### config.mk
export PLATFORM = sky130hd
export DESIGN_NAME = cache_fill_arbiter
export DESIGN_NICKNAME = d
export VERILOG_FILES = /design/src/rtl/cache_fill_arbiter_pkg.sv /design/src/rtl/cache_fill_arbiter_fill_counter.sv /design/src/rtl/cache_fill_arbiter.sv
export SDC_FILE = /design/constraint.sdc
export NUM_CORES = 1
export LEC_CHECK = 0
export BUFFER_PORTS_ARGS = -buffer_cell sky130_fd_sc_hd__buf_2
export CAP_MARGIN = 40
export CORE_MARGIN = 4
export CORE_UTILIZATION = 38
export CTS_CLUSTER_DIAMETER = 50
export DETAILED_ROUTE_END_ITERATION = 6
export PLACE_DENSITY = 0.76
export SLEW_MARGIN = 20
export SYNTH_ARGS = -nofsm -noshare
export SYNTH_HDL_FRONTEND = slang
export SYNTH_SLANG_ARGS = --single-unit
export TNS_END_PERCENT = 50
### constraint.sdc
create_clock -name clk -period 1.4 [get_ports clk]
set_clock_uncertainty 0.2 [all_clocks]
set_input_delay 0.28 -clock clk [delete_from_list [all_inputs] [get_ports clk]]
set_output_delay 0.28 -clock clk [all_outputs]
set_load 0.01 [all_outputs]
### src/rtl/cache_fill_arbiter_pkg.sv
// Shared cache constants, fill FSM state encoding and small address helpers
// used by the cache fill arbiter and its counters.
package cache_fill_arbiter_pkg;

    localparam int ADDR_W      = 16;
    localparam int DATA_W      = 16;
    localparam int BLOCK_BYTES = 16;
    localparam int BLOCK_WORDS = 8;
    localparam int WORD_BYTES  = 2;
    localparam int CNT_W       = $clog2(BLOCK_WORDS);

    localparam logic [ADDR_W-1:0] BLOCK_MASK = ~ADDR_W'(BLOCK_BYTES - 1);

    typedef enum logic [1:0] {
        ST_IDLE   = 2'b00,
        ST_FILL   = 2'b01,
        ST_COMMIT = 2'b10
    } fill_state_e;

    function automatic logic [ADDR_W-1:0] block_base(input logic [ADDR_W-1:0] addr);
        return addr & BLOCK_MASK;
    endfunction

    // Word addresses stay inside the block because idx is only CNT_W bits wide.
    function automatic logic [ADDR_W-1:0] word_addr(input logic [ADDR_W-1:0] base,
                                                    input logic [CNT_W-1:0]  idx);
        return base + (ADDR_W'(idx) * ADDR_W'(WORD_BYTES));
    endfunction

    function automatic logic [BLOCK_WORDS-1:0] word_onehot(input logic [CNT_W-1:0] idx);
        return BLOCK_WORDS'(1) << idx;
    endfunction

endpackage

### src/rtl/cache_fill_arbiter_fill_counter.sv
// Word counter for one block fill: synchronous clear has priority over
// enable; tc_o flags the last word index.
module fill_counter
    import cache_fill_arbiter_pkg::*;
(
    input  logic             clk,
    input  logic             rst,
    input  logic             clr_i,
    input  logic             en_i,
    output logic [CNT_W-1:0] count_o,
    output logic             tc_o
);

    logic [CNT_W-1:0] count_q;
    logic [CNT_W-1:0] count_d;

    // Next count
    always_comb begin
        count_d = count_q;
        if (clr_i) begin
            count_d = '0;
        end else if (en_i) begin
            count_d = count_q + CNT_W'(1);
        end else begin
            count_d = count_q;
        end
    end

    // Count register
    always_ff @(posedge clk or negedge rst) begin
        if (!rst) begin
            count_q <= '0;
        end else begin
            count_q <= count_d;
        end
    end

    assign count_o = count_q;
    assign tc_o    = (count_q == CNT_W'(BLOCK_WORDS - 1));

endmodule

### src/rtl/cache_fill_arbiter.sv
// Arbitrates D-cache and I-cache misses for one memory port and streams an
// 8-word block fill into the owner's arrays, then commits the tag.
module cache_fill_arbiter
    import cache_fill_arbiter_pkg::*;
(
    input  logic                   clk,
    input  logic                   rst,
    input  logic                   dcache_miss,
    input  logic [ADDR_W-1:0]      dcache_miss_addr,
    input  logic                   icache_miss,
    input  logic [ADDR_W-1:0]      icache_miss_addr,
    input  logic                   memory_data_valid,
    input  logic [DATA_W-1:0]      memory_data_out,
    output logic [ADDR_W-1:0]      mem_addr,
    output logic                   mem_enable,
    output logic                   fsm_busy,
    output logic                   fill_owner,
    output logic [DATA_W-1:0]      fill_data,
    output logic                   write_data_array,
    output logic [BLOCK_WORDS-1:0] word_enable,
    output logic                   write_tag_array,
    output logic                   fill_done_d,
    output logic                   fill_done_i
);

    fill_state_e       state_q, state_d;
    logic              owner_q, owner_d;
    logic [ADDR_W-1:0] base_q, base_d;
    logic              issue_done_q, issue_done_d;

    logic              in_fill_s;
    logic              issue_en_s;
    logic              recv_en_s;
    logic [CNT_W-1:0]  issue_cnt_s;
    logic              issue_tc_s;
    logic [CNT_W-1:0]  recv_cnt_s;
    logic              recv_tc_s;

    assign in_fill_s  = (state_q == ST_FILL);
    assign issue_en_s = in_fill_s && !issue_done_q;
    assign recv_en_s  = in_fill_s && memory_data_valid;

    fill_counter u_issue_cnt (
        .clk     (clk),
        .rst     (rst),
        .clr_i   (!in_fill_s),
        .en_i    (issue_en_s),
        .count_o (issue_cnt_s),
        .tc_o    (issue_tc_s)
    );

    fill_counter u_recv_cnt (
        .clk     (clk),
        .rst     (rst),
        .clr_i   (!in_fill_s),
        .en_i    (recv_en_s),
        .count_o (recv_cnt_s),
        .tc_o    (recv_tc_s)
    );

    // State and fill-context registers
    always_ff @(posedge clk or negedge rst) begin
        if (!rst) begin
            state_q      <= ST_IDLE;
            owner_q      <= 1'b0;
            base_q       <= '0;
            issue_done_q <= 1'b0;
        end else begin
            state_q      <= state_d;
            owner_q      <= owner_d;
            base_q       <= base_d;
            issue_done_q <= issue_done_d;
        end
    end

    // Next state and grant: D-cache wins ties; completion counts returns, not cycles
    always_comb begin
        state_d      = state_q;
        owner_d      = owner_q;
        base_d       = base_q;
        issue_done_d = 1'b0;
        case (state_q)
            ST_IDLE: begin
                if (dcache_miss) begin
                    state_d = ST_FILL;
                    owner_d = 1'b1;
                    base_d  = block_base(dcache_miss_addr);
                end else if (icache_miss) begin
                    state_d = ST_FILL;
                    owner_d = 1'b0;
                    base_d  = block_base(icache_miss_addr);
                end else begin
                    state_d = ST_IDLE;
                end
            end
            ST_FILL: begin
                issue_done_d = issue_done_q || (issue_en_s && issue_tc_s);
                if (memory_data_valid && recv_tc_s) begin
                    state_d = ST_COMMIT;
                end else begin
                    state_d = ST_FILL;
                end
            end
            ST_COMMIT: begin
                state_d = ST_IDLE;
            end
            default: begin
                state_d = ST_IDLE;
            end
        endcase
    end

    // Output decode; outputs stay 0 outside the states that drive them
    always_comb begin
        mem_addr         = '0;
        mem_enable       = 1'b0;
        fsm_busy         = 1'b0;
        fill_owner       = 1'b0;
        write_data_array = 1'b0;
        word_enable      = '0;
        write_tag_array  = 1'b0;
        fill_done_d      = 1'b0;
        fill_done_i      = 1'b0;
        case (state_q)
            ST_FILL: begin
                fsm_busy         = 1'b1;
                fill_owner       = owner_q;
                mem_enable       = issue_en_s;
                mem_addr         = issue_en_s ? word_addr(base_q, issue_cnt_s) : '0;
                write_data_array = memory_data_valid;
                word_enable      = memory_data_valid ? word_onehot(recv_cnt_s) : '0;
            end
            ST_COMMIT: begin
                fsm_busy        = 1'b1;
                fill_owner      = owner_q;
                write_tag_array = 1'b1;
                fill_done_d     = owner_q;
                fill_done_i     = !owner_q;
            end
            default: begin
                mem_enable = 1'b0;
            end
        endcase
    end

    assign fill_data = memory_data_out;

endmodule

==> implementation parameters, run 1 <==
Parameter                              Value

Drt
  First-iteration detailed-routing DRC count ... 47
  Total via count after detailed routing ... 1279
  DRC violations left ... 0
  Mean routed wirelength per cell ... 14.34 um
  Remaining number of nets flagged by the antenna check after routing ... 0
  Number of iterations in the first detailed-routing pass ... 4
  Average via count per standard cell ... 4.919
  Wirelength, routed ... 3.729 mm

Clock tree
  Clock Tree Root ... clkbuf_8
  CTS Sinks ... 22
  Clock tree from TritonCTS ... built
  Maximum level of the CTS H-tree ... 1
  Maximum clock path buffer count ... 2
  Register clock-pin slew on the reported worst setup and hold paths ... 0.08 ns
  Insertion delay to the later sink of the worst-skew pair ... 0.26 ns
  Inserted Clock Buffers ... 3

STA
  Total count of hold-check failures in the final report ... 0
  Setup slack after layout ... -0.5190 ns
  Final Max Slew Viols ... 0
  Setup repair after global routing missed its margin ... true
  Post-layout minimum cycle time ... 1.919 ns
  Achievable clock frequency ... 521.1 MHz
  # setup viols final ... 44
  Sum Neg Setup Slack ... -15.21 ns
  Period utilisation layout ... 137.1%

Setup path
  Data required time of the critical path ... 0.92 ns
  Kind of critical path ... register to output pin
  Arrival time reported for the critical path endpoint ... 1.44 ns
  Crit path max fanout ... 10
  Slowest-stage cell, CP ... dfrtp_1
  Critical Path Start Type ... register
  Series of cell instances along the critical path ... inv_2 -> ha_4 -> nor2b_4 -> buf_12 -> and2_4 -> buf_6
  Critical Path Max Stage Delay ... 0.39 ns
  Crit end category ... output pin

Finish
  Number of diodes added for antenna fixing ... 0
  Most common cell after layout, fill and taps aside ... buf_2
  Highest-count cells in the layout ignoring fill and taps ... buf_2 (41), buf_4 (22), dfrtp_1 (21)
  Footprint of the flip-flops and latches ... 551.8 um2
  Area growth from synthesis to layout ... 48.81%
  Final net count ... 277
  Layout cell share with drive strength beyond 1 ... 65.57%
  Area used by multi-input combinational logic ... 969.7 um2
  Filler cells ... 298

Place
  Port Buffers ... 58
  Final RePlAce weighted congestion ... 0.7474
  Dpl hpwl ... 2.645 mm

Logic synthesis
  Cell type with the largest total area after synthesis ... dfrtp_1
  Post-Synthesis Cell Area ... 0.001525 mm2
  Number of warnings reported in the yosys synthesis log ... 0
  Synth async-reset ratio ... 100.0%
  Count of state elements after synthesis ... 22
  Post-Syn Nets ... 216
  Cells after synthesis ... 152
  Share of synthesized area occupied by flip-flops and latches ... 36.10%
  Unique cell type count in the Yosys netlist ... 28
  Predominant post-synthesis flop cell ... dfrtp_1
  Average instance area after synthesis ... 10.03 um2
  Number of synthesized flops with an enable pin ... 0
  Fraction of synthesized cell area taken by the top area cell type ... 36.10%
  Top area cells in the synthesized netlist ... dfrtp_1 (36%), o32ai_2 (9.6%), buf_4 (9.4%)

Power and ir drop
  Leakage component of the power ... 1.098 nW
  Worst vdd rail ir drop ... 1.308 mV
  Total Power ... 5.210 mW
  Power density cells ... 2296 mW/mm2

Run status
  Outcome ... finished with violations
  Violated checks ... setup timing

Global routing
  Number of global-route vias before repair ... 1283
  Global-route total usage across every layer ... 14.22%
  Antenna violations before repair ... 0
  Global-route wire length before repair ... 5.768 mm
  Largest net degree at the start of global routing ... 23
  Global-route congestion overflow total ... 0

Floorplanning
  Initial cell density of the core ... 40.44%
  Row cnt ... 22
  Std-Cell Core Area ... 0.003771 mm2
  Width of the die ... 71.36 um
  I/O Pins ... 100
  Overall die height ... 71.36 um
  Die Area ... 0.005092 mm2

Hold path
  Kind of path behind the tightest hold check ... primary input to register

Job
  Max capacitance violation total ... 0
==> metal layers <==
metal | part of all wire [%] | vias to the layer above | routed length [um] | global-route usage, %
met4 | 1.1 | 0 | 40 | 7.307
li1 | - | 625 | - | -
met5 | 0 | - | 0 | 0
met1 | 41 | 618 | 1541 | 16.64
met2 | 53 | 32 | 1964 | 24.80
met3 | 4.9 | 4 | 182 | 2.384
==> per-stage QoR <==
step / cell area (um2) / instances / setup slack [ns] / util [%] / hold WS (ns)
floorplan: 1595 / 152 / -0.1387 / - / -0.2156
global placement: 1917 / 252 / -0.3080 / 50.83 / 0.06698
detailed placement: 1917 / 252 / -0.3285 / 50.83 / 0.06621
CTS: 2127 / 259 / -0.5378 / 56.40 / 0.05025
global route: 2270 / 260 / -0.5735 / 60.19 / 0.07274
finish: 2270 / 260 / -0.5190 / 60.19 / 0.05504
==> final timing paths <==
path / endpoint / slack (ns) / depth (start not counted) / from
setup / recovery: mem_addr[10] / -0.52 / 6 / state_q[1]
hold / removal: base_q[4] / 0.06 / 3 / dcache_miss_addr[4]
setup reg to reg: base_q[15] / -0.19 / 6 / state_q[1]
hold reg to reg: owner_q / 0.33 / 2 / owner_q
max in group asynchronous: u_recv_cnt.count_o[0] / 0.32 / 2 / rst
min in group asynchronous: base_q[12] / 0.32 / 2 / rst
==> flip-flops by register name, indices dropped and copies added, names as in the netlist <==
name                 count
base_q                  12
u_issue_cnt.count_o      3
u_recv_cnt.count_o       3
state_q                  2
issue_done_q             1
owner_q                  1
==> critical path: cells and delay by family, from the launching register on <==
kind | cells | cell delay [ns]
adder cells (fa/ha/maj) | 1 | 0.14
buffers and inverters | 3 | 0.31
AND/OR/NAND/NOR | 2 | 0.33
flip-flops | 1 | 0.39
==> cells in the mapped netlist (2+ instances only) <==
| library cell | n |
|---|---|
| dfrtp_1 | 22 |
| and2_1 | 20 |
| buf_4 | 19 |
| nor2_1 | 12 |
| o22ai_1 | 12 |
| ha_1 | 11 |
| o32ai_2 | 9 |
| and3_1 | 8 |
| buf_2 | 5 |
| inv_1 | 5 |
| nand2_1 | 5 |
| nor2b_1 | 4 |
| mux2i_1 | 3 |
| buf_6 | 2 |
| o32ai_1 | 2 |
==> layout make-up <==
cell class	count	area share, %
Multi-Input combinational cell	97	42.72
Timing Repair Buffer	84	27.07
Sequential cell	22	24.31
Tap cell	48	2.646
Clock buffer	4	2.426
Inverter	5	0.8269
==> report_power, final <==
part | internal, mW | switching, mW | total, mW
Combinational | 2.10 | 1.39 | 3.49
Sequential | 0.953 | 0.314 | 1.27
Clock | 0.251 | 0.208 | 0.458
==> what timing repair did <==
action                                 4_1_cts  5_1_grt
buffers inserted                             2        1
endpoints found under the hold margin       22        0
hold buffers                                 1        0
resized for setup                           22       27
setup endpoints to repair                   45       47
pin swaps                                    3        2
==> kinds of logic (layout without fill, tap and decap cells) <==
group           count (synthesis)  count (layout)  synth area share, %
mux                             3               3                1.969
compound gates                 26              26                17.39
flops                          22              22                36.10
fa+ha+maj                      11              11                9.024
xor+xnor                        2               2                1.149
other cells                     1               1               0.2459
buf+inv                        33              93                14.27
simple gates                   54              54                19.85
Power figures use the tool's default switching activity.
==> run 2, diff against run 1 <==
--- a/config.mk
+++ b/config.mk
@@ -12,7 +12,7 @@
 export CTS_CLUSTER_DIAMETER = 50
 export DETAILED_ROUTE_END_ITERATION = 6
 export PLACE_DENSITY = 0.76
-export SLEW_MARGIN = 20
+export SLEW_MARGIN = 30
 export SYNTH_ARGS = -nofsm -noshare
 export SYNTH_HDL_FRONTEND = slang
 export SYNTH_SLANG_ARGS = --single-unit
==> constraint.sdc (replaced) <==
create_clock -name clk -period 1.7 [get_ports clk]
set_clock_uncertainty 0.2 [all_clocks]
set_input_delay 0.34 -clock clk [delete_from_list [all_inputs] [get_ports clk]]
set_output_delay 0.34 -clock clk [all_outputs]
set_load 0.01 [all_outputs]
==> implementation parameters, run 2 (synthesis gave the netlist of run 1 again) <==
Parameter                              Value

Floorplanning
  Row cnt ... 22 (unchanged)
  Width of the die ... 71.36 um (unchanged)
  I/O Pins ... 100 (unchanged)
  Die Area ... 0.005092 mm2 (unchanged)
  Overall die height ... 71.36 um (unchanged)
  Std-Cell Core Area ... 0.003771 mm2 (unchanged)
  Initial cell density of the core ... 40.44% (unchanged)

Hold path
  Hold depth ... 3 (unchanged)
  Kind of path behind the tightest hold check ... primary input to register (unchanged)
  End of the worst hold path ... base_q[5] (was base_q[4])
  Startpoint of the most critical hold path ... dcache_miss_addr[5] (was dcache_miss_addr[4])

STA
  # setup viols final ... 28 (was 44)
  Setup slack after layout ... -0.2575 ns (was -0.5190 ns)
  Post-layout minimum cycle time ... 1.957 ns
  Achievable clock frequency ... 510.9 MHz
  Period utilisation layout ... 115.1%
  Total count of hold-check failures in the final report ... 0 (unchanged)
  Final Max Slew Viols ... 0 (unchanged)
  Setup repair after global routing missed its margin ... true (unchanged)

Clock tree
  Clock tree from TritonCTS ... built (unchanged)
  Inserted Clock Buffers ... 3 (unchanged)
  CTS Sinks ... 22 (unchanged)
  Maximum clock path buffer count ... 2 (unchanged)
  Post-CTS Repair Setup Buffers ... 0 (was 2)
  Maximum level of the CTS H-tree ... 1 (unchanged)
  Clock Tree Root ... clkbuf_8 (unchanged)
  Insertion delay to the later sink of the worst-skew pair ... 0.26 ns (about the same)
  Register clock-pin slew on the reported worst setup and hold paths ... 0.08 ns (about the same)

Finish
  Most common cell after layout, fill and taps aside ... buf_2 (unchanged)
  Area growth from synthesis to layout ... 27.48% (was 48.81%)
  Number of diodes added for antenna fixing ... 0 (unchanged)
  Layout cell share with drive strength beyond 1 ... 48.50% (was 65.57%)
  Final net count ... 265 (was 277)
  Number of cells in the finished layout apart from fillers ... 248 (was 260)
  Max reg flops ... 12 (unchanged)
  Highest-count cells in the layout ignoring fill and taps ... buf_2 (55), dfrtp_1 (22), and2_1 (17) (was buf_2 (41), buf_4 (22), dfrtp_1 (21))
  Register with the most flip-flops ... base_q (unchanged)

Power and ir drop
  Worst vdd rail ir drop ... 0.8445 mV (was 1.308 mV)
  Leakage component of the power ... 1.002 nW (was 1.098 nW)
  Power density cells ... 1821 mW/mm2 (was 2296 mW/mm2)

Job
  Max capacitance violation total ... 0 (unchanged)

Global routing
  Number of global-route vias before repair ... 1182 (was 1283)
  Largest net degree at the start of global routing ... 23 (unchanged)
  Antenna violations before repair ... 0 (unchanged)
  Global-route total usage across every layer ... 13.13% (was 14.22%)
  Global-route congestion overflow total ... 0 (unchanged)
  Global-route wire length before repair ... 5.409 mm (was 5.768 mm)

Setup path
  Arrival time reported for the critical path endpoint ... 1.42 ns (was 1.44 ns)
  Internal reg-to-reg setup slack ... 0.14 ns (was -0.19 ns)
  Data required time of the critical path ... 1.16 ns (was 0.92 ns)
  Crit end category ... output pin (unchanged)
  Critical Path Start Type ... register (unchanged)
  Kind of critical path ... register to output pin (unchanged)
  Worst Reg-to-Reg Cells ... 5 (was 6)
  Reg-to-reg critical path startpoint ... state_q[1] (unchanged)
  Crit path max fanout ... 10 (unchanged)
  Endpoint of the most critical register-to-register path ... base_q[15] (unchanged)

Place
  Port Buffers ... 58 (unchanged)
  Placed Cells ... 243 (was 252)
  Dpl hpwl ... 2.598 mm (was 2.645 mm)
  Final RePlAce weighted congestion ... 0.7184 (was 0.7474)
  Dpl ws ... -0.08074 ns (was -0.3285 ns)

Drt
  Mean routed wirelength per cell ... 13.65 um (was 14.34 um)
  Number of iterations in the first detailed-routing pass ... 4 (unchanged)
  Wirelength, routed ... 3.385 mm (was 3.729 mm)
  First-iteration detailed-routing DRC count ... 34 (was 47)
  Average via count per standard cell ... 4.907 (was 4.919)
  Total via count after detailed routing ... 1217 (was 1279)
  DRC violations left ... 0 (unchanged)
  Remaining number of nets flagged by the antenna check after routing ... 0 (unchanged)

Run status
  Outcome ... finished with violations (unchanged)
  Violated checks ... setup timing (unchanged)
## run 2: cell types whose count changed in the layout (fill, tap and decap cells not counted), sizes merged
| cell | change |
|---|---|
| clkbuf | -1 |
| bufinv | +1 |
| buf | -12 |
## run 2: layout make-up
class                   instances  area [um2]
flip-flops and latches         22       550.5
inverters                       5       18.77
multi-input cells              97       810.8
clock buffers                   3       41.29
clock inverters                 1       30.03
repair buffers                 72       432.9
well taps                      48       60.06
fillers                       363        1827
## run 2: worst max path at each step
stage,end,startpoint,depth (start not counted)
after floorplan,mem_addr[10],state_q[1],5
after global placement,mem_addr[3],state_q[1],6
after detailed placement,mem_addr[3],state_q[1],6
after CTS,mem_addr[3],state_q[1],6
after global routing,mem_addr[3],state_q[1],6
final,mem_addr[3],state_q[1],6
## run 2: power by group
group	total, mW	switching, mW	internal [mW]
clock network	0.486	0.171	0.314
registers	0.992	0.210	0.782
logic	2.06	0.967	1.10
## run 2: repair_timing
item / CTS / global route
pin swaps: 3 / 2
hold buffers: 1 / 0
endpoints found under the hold margin: 22 / 0
resized for setup: 11 / 6
endpoints found under the setup margin: 40 / 36
## run 2: per-stage QoR
stage               cell area, um2  total power, mW  utilization (%)  setup TNS [ns]  hold slack (ns)
CTS                           1922            3.525            50.96          -6.192           0.1156
global route                  1944            3.848            51.56          -7.868           0.1213
finish                        1944            3.540            51.56          -5.877           0.1175
detailed placement            1787            2.881            47.38          -1.054           0.1343
global placement              1787            2.828            47.38         -0.7596           0.1269
floorplan                     1525            2.214                -               0          -0.1556
## run 2: metal layers
layer	track usage, %	wire (um)
met1	16.96	1438
met2	21.53	1678
met3	3.366	240
met4	3.967	27
met5	0	0
## run 2: critical path, cell delays in order (launching register included)
cell     delay (ns)
dfrtp_1        0.39
inv_2          0.07
ha_4           0.15
nor2b_4        0.15
buf_6          0.14
and2_1         0.14
buf_2          0.13
==> run 3, diff against run 2 <==
--- a/config.mk
+++ b/config.mk
@@ -12,6 +12,7 @@
 export CTS_CLUSTER_DIAMETER = 50
 export DETAILED_ROUTE_END_ITERATION = 6
 export PLACE_DENSITY = 0.76
+export SKIP_CTS_REPAIR_TIMING = 1
 export SLEW_MARGIN = 30
 export SYNTH_ARGS = -nofsm -noshare
 export SYNTH_HDL_FRONTEND = slang
==> implementation parameters, run 3 (synthesis gave the netlist of run 1 again) <==
Parameter                              Value

Clock tree
  Maximum level of the CTS H-tree ... 1 (unchanged)
  Inserted Clock Buffers ... 3 (unchanged)
  Clock tree from TritonCTS ... built (unchanged)
  CTS Sinks ... 22 (unchanged)
  Maximum clock path buffer count ... 2 (unchanged)
  Clock Tree Root ... clkbuf_8 (unchanged)
  Insertion delay to the later sink of the worst-skew pair ... 0.26 ns (about the same)
  Register clock-pin slew on the reported worst setup and hold paths ... 0.08 ns (about the same)

Power and ir drop
  Leakage component of the power ... 0.9996 nW (was 1.002 nW)
  Worst vdd rail ir drop ... 0.8377 mV (was 0.8445 mV)
  Comb pwr share ... 58.1% (was 58.3%)
  Internal Power ... 2.179 mW (was 2.192 mW)
  Reg power frac ... 28.1% (was 28.0%)
  Switching power ... 1.348 mW (was 1.349 mW)
  Proportion of power drawn by the clock network ... 13.8% (was 13.7%)
  Total Power ... 3.526 mW (was 3.540 mW)
  Power density cells ... 1816 mW/mm2 (was 1821 mW/mm2)
  Sw frac ... 38.21% (was 38.09%)

Setup path
  Kind of critical path ... register to output pin (unchanged)
  Sum of buffers and inverters on the critical path ... 2 (was 3)
  Slowest-stage cell, CP ... dfrtp_1 (unchanged)
  Endpoint of the most critical register-to-register path ... base_q[15] (unchanged)
  Crit path max fanout ... 6 (was 10)
  Critical Path Start Type ... register (unchanged)
  Last element of the critical path ... mem_addr[15] (was mem_addr[3])
  Critical Path Max Stage Delay ... 0.42 ns (was 0.39 ns)
  Delay-heaviest family, CP ... flip-flops (unchanged)
  Series of cell instances along the critical path ... ha_4 -> nor2b_4 -> buf_4 -> and2_1 -> buf_6 (was inv_2 -> ha_4 -> nor2b_4 -> buf_6 -> and2_1 -> buf_2)
  Arrival time reported for the critical path endpoint ... 1.42 ns (about the same)
  Internal reg-to-reg setup slack ... 0.14 ns (about the same)
  Data required time of the critical path ... 1.16 ns (about the same)
  Reg-to-reg critical path startpoint ... state_q[1] (unchanged)
  Path length in cells of the critical path ... 5 (was 6)
  Worst Reg-to-Reg Cells ... 5 (unchanged)
  Crit end category ... output pin (unchanged)
  Beginning of the critical path ... state_q[0] (was state_q[1])

Finish
  Number of diodes added for antenna fixing ... 0 (unchanged)
  Post-layout instance area ... 0.001942 mm2 (was 0.001944 mm2)
  Final net count ... 265 (unchanged)
  Most common cell after layout, fill and taps aside ... buf_2 (unchanged)
  Area growth from synthesis to layout ... 27.32% (was 27.48%)
  Register with the most flip-flops ... base_q (unchanged)
  Layout cell share with drive strength beyond 1 ... 48.00% (was 48.50%)
  Highest-count cells in the layout ignoring fill and taps ... buf_2 (55), dfrtp_1 (22), and2_1 (18) (was buf_2 (55), dfrtp_1 (22), and2_1 (17))
  Filler cells ... 364 (was 363)
  Max reg flops ... 12 (unchanged)

STA
  Final Max Slew Viols ... 0 (unchanged)
  # setup viols final ... 28 (unchanged)
  Total count of hold-check failures in the final report ... 0 (unchanged)
  Sum Neg Setup Slack ... -5.944 ns (was -5.877 ns)
  Period utilisation layout ... 115.6% (was 115.1%)
  Setup repair after global routing missed its margin ... true (unchanged)
  Achievable clock frequency ... 509.0 MHz (was 510.9 MHz)
  Setup slack after layout ... -0.2648 ns (was -0.2575 ns)
  Post-layout minimum cycle time ... 1.965 ns (was 1.957 ns)

Global routing
  Antenna violations before repair ... 0 (unchanged)
  Number of global-route vias before repair ... 1161 (was 1182)
  Global-route total usage across every layer ... 12.78% (was 13.13%)
  Largest net degree at the start of global routing ... 23 (unchanged)
  Global-route wire length before repair ... 5.271 mm (was 5.409 mm)
  Global-route congestion overflow total ... 0 (unchanged)

Drt
  Mean routed wirelength per cell ... 13.63 um (was 13.65 um)
  Average via count per standard cell ... 4.907 (unchanged)
  Wirelength, routed ... 3.381 mm (was 3.385 mm)
  Total via count after detailed routing ... 1217 (unchanged)
  DRC violations left ... 0 (unchanged)
  Number of iterations in the first detailed-routing pass ... 4 (unchanged)
  Remaining number of nets flagged by the antenna check after routing ... 0 (unchanged)
  First-iteration detailed-routing DRC count ... 33 (was 34)

Place
  Final RePlAce weighted congestion ... 0.7184 (unchanged)
  Dpl hpwl ... 2.598 mm (unchanged)
  Placed standard-cell area ... 0.001787 mm2 (unchanged)
  Port Buffers ... 58 (unchanged)
  Dpl ws ... -0.08074 ns (unchanged)

Floorplanning
  Initial cell density of the core ... 40.44% (unchanged)
  I/O Pins ... 100 (unchanged)
  Die Area ... 0.005092 mm2 (unchanged)
  Row cnt ... 22 (unchanged)
  Width of the die ... 71.36 um (unchanged)
  Std-Cell Core Area ... 0.003771 mm2 (unchanged)
  Overall die height ... 71.36 um (unchanged)

Run status
  Outcome ... finished with violations (unchanged)
  Violated checks ... setup timing (unchanged)

Hold path
  Kind of path behind the tightest hold check ... primary input to register (unchanged)

Job
  Max capacitance violation total ... 0 (unchanged)
## run 3: cell types whose count changed in the layout (fill, tap and decap cells not counted)
cell,delta
and2_1,+1
and2_4,-1
## run 3: metrics by stage
step | cells | utilization (%) | hold slack (ns)
after floorplan | 152 | - | -0.1556
final | 248 | 51.49 | 0.1175
after detailed placement | 243 | 47.38 | 0.1343
after global routing | 248 | 51.49 | 0.1213
after CTS | 247 | 49.27 | -0.1537
after global placement | 243 | 47.38 | 0.1269
## run 3: power groups by stage
stage	Clock, mW	Sequential [mW]	Combinational (mW)
after floorplan	0	0.949	1.27
after global routing	0.527	1.03	2.28
final	0.486	0.991	2.05
after global placement	0	0.980	1.85
after CTS	0.499	0.981	1.90
after detailed placement	0	0.992	1.89
## run 3: worst register-to-register path, stage by stage (launching register included)
cell	delay, ns
dfrtp_1	0.39
inv_2	0.07
buf_4	0.12
ha_4	0.18
nor4bb_1	0.39
nor3_1	0.08
## run 3: routing by layer
| metal | track usage (%) | vias up | part of all wire [%] | routed length [um] |
|---|---|---|---|---|
| li1 | - | 603 | - | - |
| met1 | 16.61 | 577 | 43 | 1438 |
| met2 | 20.61 | 29 | 50 | 1674 |
| met3 | 3.366 | 8 | 7.1 | 240 |
| met4 | 4.175 | 0 | 0.80 | 27 |
| met5 | 0 | - | 0 | 0 |
## run 3: worst min path at each step
stage	to	depth (start not counted)	slack (ns)	startpoint
floorplan	base_q[10]	0	-0.16	rst
global placement	u_recv_cnt.count_o[1]	1	0.13	rst
detailed placement	u_recv_cnt.count_o[1]	1	0.13	rst
CTS	u_recv_cnt.count_o[1]	1	-0.15	rst
global route	base_q[8]	3	0.12	dcache_miss_addr[8]
finish	base_q[5]	3	0.12	dcache_miss_addr[5]
## run 3: area by class of cell
cell class	instances	area, um2	share of cell area [%]
Clock buffer	3	41.29	2.126
Clock inverter	1	30.03	1.546
Inverter	5	18.77	0.9665
Multi-Input combinational cell	97	808.3	41.62
Sequential cell	22	550.5	28.35
Tap cell	48	60.06	3.093
Timing Repair Buffer	72	432.9	22.29
